--- src/rtl/mul_div_unit_pkg.sv ---
// ============================================================================
// Module  : mul_div_unit_pkg
// Purpose : Shared definitions for the iterative multiply/divide unit:
//           operation encoding, FSM state encoding, iteration count and
//           small two's-complement helpers.
// Revision: 1.0 - initial release
// ============================================================================
`default_nettype none

package mul_div_unit_pkg;

  // Operation select encoding as seen on the op input
  localparam logic OP_MUL = 1'b0;
  localparam logic OP_DIV = 1'b1;

  // Number of datapath steps; one operand bit is retired per step
  localparam int ITER_COUNT = 32;

  // Sequencer states
  typedef enum logic [1:0] {
    ST_IDLE = 2'd0,
    ST_ITER = 2'd1,
    ST_FIX  = 2'd2,
    ST_DONE = 2'd3
  } state_t;

  // Two's-complement negation of a 32-bit word
  function automatic logic [31:0] neg32(input logic [31:0] v);
    return ~v + 32'd1;
  endfunction

  // Magnitude of a signed 32-bit word; 32'h80000000 maps to itself, which
  // is the correct unsigned magnitude 2^31
  function automatic logic [31:0] abs32(input logic [31:0] v);
    return v[31] ? neg32(v) : v;
  endfunction

endpackage

`default_nettype wire

--- src/rtl/mul_div_unit.sv ---
// ============================================================================
// Module  : mul_div_unit
// Purpose : Iterative signed 32x32 multiplier (radix-2 Booth) and signed
//           32/32 divider (non-restoring on magnitudes). Both algorithms
//           share one 65-bit accumulator/shift register and one 33-bit
//           adder/subtractor. Result appears 34 cycles after start is
//           accepted; one operation can be accepted every 35 cycles.
// Revision: 1.0 - initial release
// ============================================================================
`default_nettype none

module mul_div_unit
  import mul_div_unit_pkg::*;
#(
  parameter int WIDTH = 32
) (
  input  logic             clk,
  input  logic             clr_n,
  input  logic             start,
  input  logic             op,
  input  logic [WIDTH-1:0] a_in,
  input  logic [WIDTH-1:0] b_in,
  output logic [WIDTH-1:0] z_hi,
  output logic [WIDTH-1:0] z_lo,
  output logic             busy,
  output logic             done,
  output logic             div0
);

  // --------------------------------------------------------------------------
  // State
  // --------------------------------------------------------------------------
  // Accumulator layout depends on the operation:
  //   MUL: acc[64:33] = partial product high word A
  //        acc[32:1]  = multiplier / product low word Q
  //        acc[0]     = Booth look-behind bit q(-1)
  //   DIV: acc[64:32] = signed 33-bit partial remainder R
  //        acc[31:0]  = dividend magnitude shifting out / quotient shifting in
  state_t      state;
  logic [5:0]  count;
  logic [64:0] acc;
  logic [31:0] m_reg;     // MUL: multiplicand; DIV: divisor magnitude
  logic [31:0] a_reg;     // original dividend, for signs and div-by-zero result
  logic        op_reg;
  logic        b_neg;     // divisor was negative
  logic        zero_div;  // captured divisor was zero

  // --------------------------------------------------------------------------
  // Shared 33-bit adder/subtractor
  // --------------------------------------------------------------------------
  logic [32:0] add_x;
  logic [32:0] add_y;
  logic        add_sub;
  logic [32:0] add_sum;

  // Select adder operands for the current step: Booth add/sub of the
  // multiplicand, non-restoring add/sub of the divisor, or the final
  // remainder restore in FIX
  always_comb begin
    add_x   = '0;
    add_y   = '0;
    add_sub = 1'b0;
    case (state)
      ST_ITER: begin
        if (op_reg == OP_MUL) begin
          // Sign-extend A so that A - (-2^31) cannot overflow
          add_x   = {acc[64], acc[64:33]};
          add_y   = {m_reg[31], m_reg};
          add_sub = (acc[1:0] == 2'b10);
        end else begin
          // Partial remainder after the left shift: {R[31:0], Q[31]}
          add_x   = acc[63:31];
          add_y   = {1'b0, m_reg};
          add_sub = ~acc[64];
        end
      end
      ST_FIX: begin
        add_x   = acc[64:32];
        add_y   = {1'b0, m_reg};
        add_sub = 1'b0;
      end
      default: begin
        add_x   = '0;
        add_y   = '0;
        add_sub = 1'b0;
      end
    endcase
  end

  // One adder: subtraction is addition of the inverted operand plus one
  assign add_sum = add_x + (add_y ^ {33{add_sub}}) + {32'd0, add_sub};

  // --------------------------------------------------------------------------
  // Next accumulator value for one ITER step
  // --------------------------------------------------------------------------
  logic [32:0] booth_mid;
  logic [64:0] iter_next;

  // Booth: optionally add/sub, then arithmetic shift right of {A,Q,q-1}.
  // The 33-bit sum shifted right always fits the 32-bit A field.
  // Non-restoring: shift left, add/sub, quotient bit = sign of new R inverted.
  always_comb begin
    booth_mid = (acc[1] ^ acc[0]) ? add_sum : {acc[64], acc[64:33]};
    if (op_reg == OP_MUL) begin
      iter_next = {booth_mid, acc[32:1]};
    end else begin
      iter_next = {add_sum, acc[30:0], ~add_sum[32]};
    end
  end

  // --------------------------------------------------------------------------
  // Final result formation in FIX
  // --------------------------------------------------------------------------
  logic [31:0] rem_mag;
  logic [31:0] quo_mag;
  logic [31:0] fix_hi;
  logic [31:0] fix_lo;
  logic        fix_div0;

  // Restore a negative remainder, apply signs, and override for /0
  always_comb begin
    rem_mag  = acc[64] ? add_sum[31:0] : acc[63:32];
    quo_mag  = acc[31:0];
    fix_div0 = 1'b0;
    if (op_reg == OP_MUL) begin
      fix_hi = acc[64:33];
      fix_lo = acc[32:1];
    end else if (zero_div) begin
      fix_hi   = a_reg;
      fix_lo   = 32'hFFFF_FFFF;
      fix_div0 = 1'b1;
    end else begin
      // Quotient negative when operand signs differ; remainder follows the
      // dividend. 0x80000000 / -1 yields magnitude 2^31 with a positive
      // sign, whose 32-bit pattern is 0x80000000.
      fix_lo = (a_reg[31] ^ b_neg) ? neg32(quo_mag) : quo_mag;
      fix_hi = a_reg[31] ? neg32(rem_mag) : rem_mag;
    end
  end

  // --------------------------------------------------------------------------
  // Sequencer, datapath registers and registered outputs
  // --------------------------------------------------------------------------
  // IDLE captures operands on start, ITER runs 32 steps, FIX loads the
  // result, DONE returns to IDLE and raises the one-cycle done pulse.
  always_ff @(posedge clk or negedge clr_n) begin
    if (!clr_n) begin
      state    <= ST_IDLE;
      count    <= '0;
      acc      <= '0;
      m_reg    <= '0;
      a_reg    <= '0;
      op_reg   <= OP_MUL;
      b_neg    <= 1'b0;
      zero_div <= 1'b0;
      z_hi     <= '0;
      z_lo     <= '0;
      busy     <= 1'b0;
      done     <= 1'b0;
      div0     <= 1'b0;
    end else begin
      case (state)
        ST_IDLE: begin
          done <= 1'b0;
          if (start) begin
            state    <= ST_ITER;
            busy     <= 1'b1;
            count    <= '0;
            div0     <= 1'b0;
            op_reg   <= op;
            a_reg    <= a_in;
            b_neg    <= b_in[31];
            zero_div <= (op == OP_DIV) && (b_in == '0);
            if (op == OP_MUL) begin
              m_reg <= a_in;
              acc   <= {32'd0, b_in, 1'b0};
            end else begin
              m_reg <= abs32(b_in);
              acc   <= {33'd0, abs32(a_in)};
            end
          end
        end

        ST_ITER: begin
          acc <= iter_next;
          if (count == 6'(ITER_COUNT - 1)) begin
            count <= '0;
            state <= ST_FIX;
          end else begin
            count <= count + 6'd1;
          end
        end

        ST_FIX: begin
          z_hi  <= fix_hi;
          z_lo  <= fix_lo;
          div0  <= fix_div0;
          state <= ST_DONE;
        end

        ST_DONE: begin
          state <= ST_IDLE;
          busy  <= 1'b0;
          done  <= 1'b1;
        end

        default: begin
          state <= ST_IDLE;
          busy  <= 1'b0;
          done  <= 1'b0;
        end
      endcase
    end
  end

endmodule

`default_nettype wire

--- config.mk ---
export PLATFORM = sky130hd
export DESIGN_NAME = mul_div_unit
export DESIGN_NICKNAME = d
export VERILOG_FILES = /design/src/rtl/mul_div_unit_pkg.sv /design/src/rtl/mul_div_unit.sv
export SDC_FILE = /design/constraint.sdc
export NUM_CORES = 1
export LEC_CHECK = 0
export BUFFER_PORTS_ARGS = -buffer_cell sky130_fd_sc_hd__buf_2
export CAP_MARGIN = 10
export CORE_ASPECT_RATIO = 0.5
export CORE_MARGIN = 3
export CORE_UTILIZATION = 60
export DETAILED_ROUTE_END_ITERATION = 8
export GPL_ROUTABILITY_DRIVEN = 0
export PLACE_DENSITY = 0.8
export SLEW_MARGIN = 40
export SYNTH_ARGS = -nofsm -noshare
export SYNTH_HDL_FRONTEND = slang
export SYNTH_SLANG_ARGS = --single-unit
--- constraint.sdc ---
create_clock -name clk -period 5.95 [get_ports clk]
set_input_delay 0.2975 -clock clk [delete_from_list [all_inputs] [get_ports clk]]
set_output_delay 0.2975 -clock clk [all_outputs]
set_load 0.02 [all_outputs]
==> results of run 1 <==
-- metal layers --
| layer | track usage | share of wire | up-vias |
|---|---|---|---|
| met5 | 0 | 0.00073 | - |
| met3 | 0.100 | 0.13 | 111 |
| met4 | 0.0803 | 0.027 | 6 |
| met2 | 0.478 | 0.40 | 1006 |
| li1 | - | - | 7619 |
| met1 | 0.518 | 0.44 | 7743 |
-- per-stage QoR --
stage / power (mW) / setup WS (ns) / hold slack (ns)
6_report: 11.8 / 0.312 / 0.0820
5_1_grt: 12.5 / 0.0632 / 0.0703
4_1_cts: 11.5 / 0.378 / 0.0658
3_5_place_dp: 9.98 / 0.381 / 0.176
3_3_place_gp: 9.84 / 0.548 / 0.173
2_1_floorplan: 8.03 / 0.659 / 0.00191
-- worst max-delay path, cell delays in order (launching register included) --
cell and delay, ns:
dfrtp_1 0.44, inv_1 0.13, ha_1 0.17, buf_4 0.38, o21a_2 0.58, xnor2_1 0.22
fa_1 0.47, a21o_1 0.23, a221oi_2 0.42, nor3_1 0.18, or2_1 0.31, a221oi_2 0.38
nand4_2 0.24, nor4_4 0.45, nand4_2 0.23, o41ai_2 0.42, xnor2_1 0.17, a21oi_1 0.08
-- what timing repair did --
| action | CTS | global route |
|---|---|---|
| hold buffers | 1 | 0 |
| gates resized for setup | 0 | 0 |
| hold endpoints to repair | 34 | 0 |
-- worst max path at each step --
stage	start	to	slack [ns]	depth (start not counted)
2_1_floorplan	state[1]$_DFFE_PN0P_	z_hi[28]$_DFFE_PN0N_	0.66	19
4_1_cts	state[1]$_DFFE_PN0P_	z_hi[28]$_DFFE_PN0N_	0.38	17
3_3_place_gp	state[1]$_DFFE_PN0P_	z_hi[28]$_DFFE_PN0N_	0.55	17
6_report	state[1]$_DFFE_PN0P_	z_hi[31]$_DFFE_PN0N_	0.31	17
3_5_place_dp	state[1]$_DFFE_PN0P_	z_hi[28]$_DFFE_PN0N_	0.38	17
5_1_grt	state[1]$_DFFE_PN0P_	z_hi[28]$_DFFE_PN0N_	0.06	17
-- synth_stat cells (42+ instances only) --
master,number,area share
nor2_1,187,0.042
inv_1,73,0.016
nand2_1,262,0.059
xor2_1,83,0.043
a21oi_1,183,0.055
mux2i_1,91,0.054
dfrtp_1,207,0.31
ha_1,42,0.031
clkbuf_1,141,0.032
o21ai_0,243,0.072
mux2_2,42,0.028
xnor2_1,89,0.046
-- final cells by class --
cell class / instances / share of cell area
repair buffers: 174 / 0.0556
flip-flops and latches: 207 / 0.281
diodes: 4 / 0.000542
clock inverters: 12 / 0.00942
inverters: 76 / 0.0155
well taps: 374 / 0.0254
multi-input cells: 1681 / 0.579
clock buffers: 28 / 0.0332
-- power by group --
group	switching, mW	leakage (nW)	internal (mW)	total, mW
logic	4.69	4.68	2.76	7.45
clock network	0.645	0.385	0.873	1.52
registers	0.808	2.61	2.05	2.86
-- logic make-up after synthesis --
group / after synthesis
compound gates: 657
xor+xnor: 172
fa+ha+maj: 43
buf+inv: 251
flops: 207
mux: 134
simple gates: 675
==> results.txt, run 1 <==
Setup repair after global routing left no endpoint under its margin. TritonCTS built the clock tree. Final HPWL from detailed placement: 38100 microns. The final max-slew violation count was 0.

STA classifies the critical path startpoint as a flip-flop. In this run, CTS created clock tree buffers numbering 22. STA classifies the critical path endpoint as a flip-flop. The run finished with clean final reports.

Number of iterations in the first detailed-routing pass: 6. After detailed routing, the number of vias per cell comes to 6.45. The area fraction in compound gates after synthesis is 0.242.

The die outline height was 124 microns; the warning count from the yosys run was 0. The via count of the first global-routing pass is 14600, and the horizontal die dimension is 243 microns. The remaining routing DRC violations is 0, and the number of filler instances in the final layout is 2140. Summing every instance area after synthesis gives 0.0168 sq mm. Clock-pin slew was measured on the worst setup and hold paths at 0.07 ns. The setup check on the worst reg-to-reg path leaves a slack of 0.31 ns. The worst register-to-register path begins at state[1]$_DFFE_PN0P_. The clock drives 207 sinks.

The xor/xnor cell area share of the yosys netlist was 0.0897; the number of flip-flops in the largest register was 65. The number of cells on the worst hold path was 2. By area, the combinational part of the netlist is dominated by compound AO/OA/AOI/OAI gates. After floorplanning, the core was divided into 42 placement rows. The tools report the share of the core filled with cells as 0.685. The number of levels the H-tree was split into was 1; the final cycle utilization of the critical path was 0.948. The worst-case IR drop observed on VDD is 0.397 mV. In the layout the commonest cells are nand2_1 (261), o21ai_0 (242), dfrtp_1 (205), nor2_1 (186), a21oi_1 (183). The layout cell share with drive strength beyond 1 came out at 0.136.

Placeable core region: 0.0270 sq mm. The number of hold violations in the final report was 0. Entering global routing, the biggest net connects 94 pins. Setup violations remaining at the end of the flow were counted as 0.

The count of nets left with antenna violations once routing finished came out at 0. The number of buffers inserted by post-CTS setup repair was 0; the area of placed instances was 0.0176 sq mm. The synthesized design contains 0 enable-type register cells. The library cell used as clock root buffer is clkbuf_16. For the clock insertion delay at the later pin of the skew report, the log shows 0.55 ns. The total number of nets in the final design came out at 2273.

For the required time of the critical path, the log shows 6.38 ns. The area occupied by registers is 0.00518 sq mm, and the detailed-route wire length is 53300 microns. The async set or reset register ratio after synthesis is 1.00, and the basic-gate share of the synthesized area counting and, or, nand and nor cells is 0.187. The logs give 2139 for the cell count after synthesis and 2510 for the number of placed cells counting well taps. Kind of critical path: flip-flop to flip-flop.

The summed negative setup slack over all endpoints is 0 ns, and the number of antenna violations at the first check in global routing is 7. Overall track demand over capacity in global routing: 0.342. On the final layout, the worst clock skew is 0.0135 ns.

For this run, the leading register cell type out of synthesis is dfrtp_1. Summing all multi-input logic gate instances after layout gives 0.0107 sq mm. The die covers 0.0302 sq mm. At the pin with the least slew margin, the transition time is 0.888 ns. Counting cells, the worst reg-to-reg path comes to 17. In this run the static leakage power is 7.67 nW. The synthesized flop and latch total is 207, and the starting density of the core is 0.623. For the number of placed I/O pins, the log shows 135. The worst hold path endpoint is a_reg[5]$_DFFE_PN0P_. The portion of netlist area occupied by mux cells was 0.0833; the unique cell type count in the Yosys netlist was 84. From synthesis to final layout, the design area changed by 9.90%. Dividing the detail-routed wire length by the instance count gives 20.8 microns.

Buffers placed on the I/O ports in this run total 134. The post-route non-filler standard cell count is 2556. Maximum number of buffers from clock root to sink: 3. For the worst setup path, the data arrival time is 6.07 ns. Minimum period implied by the final worst setup slack: 5.64 ns. The most common cell after layout, fill and taps aside was nand2_1. The register ranked first by flip-flop count is acc. The first-pass GRT wire length was 83300 microns; the number of maximum-capacitance constraint violations was 0.

The tools report the register area share after synthesis as 0.308. The logs give 2250 for the total nets after synthesis and 177 MHz for the achievable frequency. The total overflow left after global routing is 0. The startpoint identified for the worst hold timing path is a_in[5]. Across all layers, the routed design uses 16500 vias. In this run the worst hold path is classified as primary input to flip-flop. The largest fanout on the critical path works out to 31. In this run the mean area of a mapped cell was 7.85 sq um. The power per unit of standard cell area was 641 mW/mm^2.

The relative slew slack is 0.408, and the initial detailed-routing violation count is 2417. The arithmetic-cell share of the synthesized area counting full adders, half adders and majority gates works out to 0.0325. In this run the critical register-to-register path is captured at z_hi[31]$_DFFE_PN0N_. The tools report the final standard cell area without fillers as 0.0185 sq mm.
(Power assumes the default switching activity.)
==> run 2, diff against run 1 <==
- BUFFER_PORTS_ARGS: -buffer_cell sky130_fd_sc_hd__buf_2 -> -buffer_cell sky130_fd_sc_hd__buf_4
- MAX_ROUTING_LAYER: unset -> met4
==> run 2 against run 1 <==
  * Non-clock buffer count fell by 5
  * Critical path depth rose by 1
  * Critical path type unchanged
  * Core utilization rose by 0.68 points
  * Final cell count fell by 0.43%
  * Power rose by 0.42%
  * First-iteration DRC count fell by 6.4%
  * Sequential share of layout area fell by 0.28 points
  * Largest cell class unchanged
  * Die area did not move
  * Final area rose by 0.99%
  * Clock skew rose by 0.0094 ns
==> results.txt, run 2 (synthesized netlist as in run 1, its figures left out) <==
The total overflow reported by the global router came out at 0. Counting along the longest clock path gives a buffer depth of 3. The minimum period implied by the final worst setup slack came out at 5.48 ns. The maximum number of pins on one net before global-route repair is 85.

The tightest min-delay check is of the primary input to flip-flop type. The run gives 54300 microns as the detailed-route wire length. Max-cap violations in this run came to 0. With fillers left out, the area of the finished cells amounts to 0.0186 sq mm. TritonCTS built the clock tree.

The run gives 8 as the number of iterations in the first detailed-routing pass. Leaving out fill and tap cells, the most frequent cells in the layout are nand2_1 (261), o21ai_0 (242), dfrtp_1 (205), nor2_1 (186), a21oi_1 (183). The critical path goes through inv_1, ha_1, buf_4, o211ai_4, a221oi_4, a21oi_1, fa_1, a21o_1, a221oi_2, nor3_1, or2_1, a221oi_2, nand4_2, nor4_4, nand4_2, o41ai_2, xor2_1, o31a_1. Library cell used as clock root buffer: clkbuf_16. In this run the power density over the cells is 637 mW/mm^2. The final cycle utilization of the critical path is 0.922, and the setup-violating endpoint count in the final report is 0. Clock slew at the register clock pins of the worst setup and hold paths: 0.07 ns. The run gives 0 ns as the summed negative setup slack over all endpoints. The run gives 0.361 as the overall track demand over capacity in global routing. In this design, the stage delay of the slowest critical-path cell is 0.46 ns.

The horizontal die dimension came out at 243 microns. The final max-slew violation count came out at 0. Kind of critical path: flip-flop to flip-flop. Summing over every cut layer, the via total after detailed routing is 16400. The run gives 207 as the clock net sink count. The placeable core region was 0.0270 sq mm; the starting density of the core was 0.623.

The total clock buffers created by CTS is 21, and the standard-cell row count is 42. Synthesis-to-finish area growth: 11.0%. The run finished with clean final reports.

The remaining routing DRC violations was 0. After detailed routing, the number of vias per cell comes to 6.46. Final HPWL from detailed placement: 38600 microns. The number of hold violations in the final report was 0. STA classifies the critical path endpoint as a flip-flop. For the worst setup path, the data arrival time is 5.92 ns. The relative slew slack is 0.424. acc holds more flip-flops than any other register. The initial detailed-routing violation count was 2262.

For the pin with the worst max-slew slack, the measured transition is 0.865 ns. The register with the most flip-flops in the layout has 65 of them. For the via count of the first global-routing pass, the log shows 15000. The share of the core filled with cells was 0.691.

Timing would allow up to 182 MHz. The placed instances occupy a cell area of 0.0179 sq mm. Leaving out fill and tap cells, the most frequent cell in the layout is nand2_1.

The worst setup path is launched from a flip-flop. The run gives 1 as the number of antenna violations at the first check in global routing. Worst clock skew on the final layout: 0.0229 ns. The largest fanout on the critical path was 37. The logs give 2267 for the total number of nets in the final design and 1 for the number of levels the H-tree was split into.

VDD sags by at most 0.349 mV. The first global-routing pass estimated 85300 microns of wire. The area enclosed by the die boundary came out at 0.0302 sq mm. Setup repair after global routing left no endpoint under its margin.

The required time of the critical path is 6.38 ns. Master of the slowest instance on the critical path: nor4_4. The tools report the number of placed I/O pins as 135.

Layout cell share with drive strength beyond 1: 0.133. In this run the remaining antenna-violating nets after routing total 0. Clock latency on the worst-skew pair, taken at its later pin, is 0.55 ns. For this design the static power due to leakage is 7.68 nW.

Buffers placed on the I/O ports in this run total 134. In the final routed layout, each cell accounts on average for 21.3 microns. The flop-to-flop setup slack was 0.47 ns. The floorplan step set the die height to 124 microns.
-- run 2: layout make-up --
cell class / count / area (sq um)
Antenna cell: 1 / 2.50
Clock buffer: 24 / 547
Clock inverter: 13 / 160
Fill cell: 2227 / 8320
Inverter: 76 / 285
Multi-Input combinational cell: 1681 / 10700
Sequential cell: 207 / 5180
Tap cell: 374 / 468
Timing Repair Buffer: 169 / 1290
-- run 2: power by group --
part           total (mW)  leakage, nW  switching, mW  internal, mW
Clock                1.43        0.332          0.635         0.797
Sequential           2.91         2.61          0.854          2.05
Combinational        7.54         4.74           4.66          2.88
-- run 2: final timing paths --
check,from,to,depth (start not counted)
worst max-delay path,state[1]$_DFFE_PN0P_,z_hi[28]$_DFFE_PN0N_,18
worst min-delay path,a_in[26],a_reg[26]$_DFFE_PN0P_,2
worst max register to register,state[1]$_DFFE_PN0P_,z_hi[28]$_DFFE_PN0N_,18
worst min register to register,div0$_DFFE_PN0P_,div0$_DFFE_PN0P_,1
max in group asynchronous,clr_n,op_reg$_DFFE_PN0P_,3
min in group asynchronous,clr_n,z_hi[25]$_DFFE_PN0N_,2
-- run 2: what timing repair did --
item	4_1_cts	5_1_grt
setup buffers	0	0
resized for setup	0	0
hold endpoints to repair	51	0
hold buffers	1	0
-- run 2: critical path: cells and delay by family (launching register included) --
kind | cells | cell delay [ns]
buffers and inverters | 2 | 0.47
AOI/OAI and AO/OA | 8 | 2.22
xor gates and xnor gates | 1 | 0.12
DFF | 1 | 0.43
adders and majority gates | 2 | 0.74
and+or+nand+nor | 5 | 1.40
-- run 2: metal layers --
metal  vias to the layer above  GRT usage  routed length, microns
li1                       7597          -                       -
met4                         0      0.102                    1800
met3                       160      0.115                    7480
met2                       993      0.480                   21900
met1                      7693      0.523                   23200
met5                         -          -                       0
-- run 2: metrics by stage --
stage	instances	hold slack, ns	setup slack (ns)	power [mW]
floorplan	2139	0.00191	0.659	8.03
global placement	2506	0.238	0.750	10.0
detailed placement	2506	0.244	0.585	10.1
CTS	2544	0.0403	0.562	11.6
global route	2545	0.0536	0.0818	12.6
finish	2545	0.0490	0.466	11.9
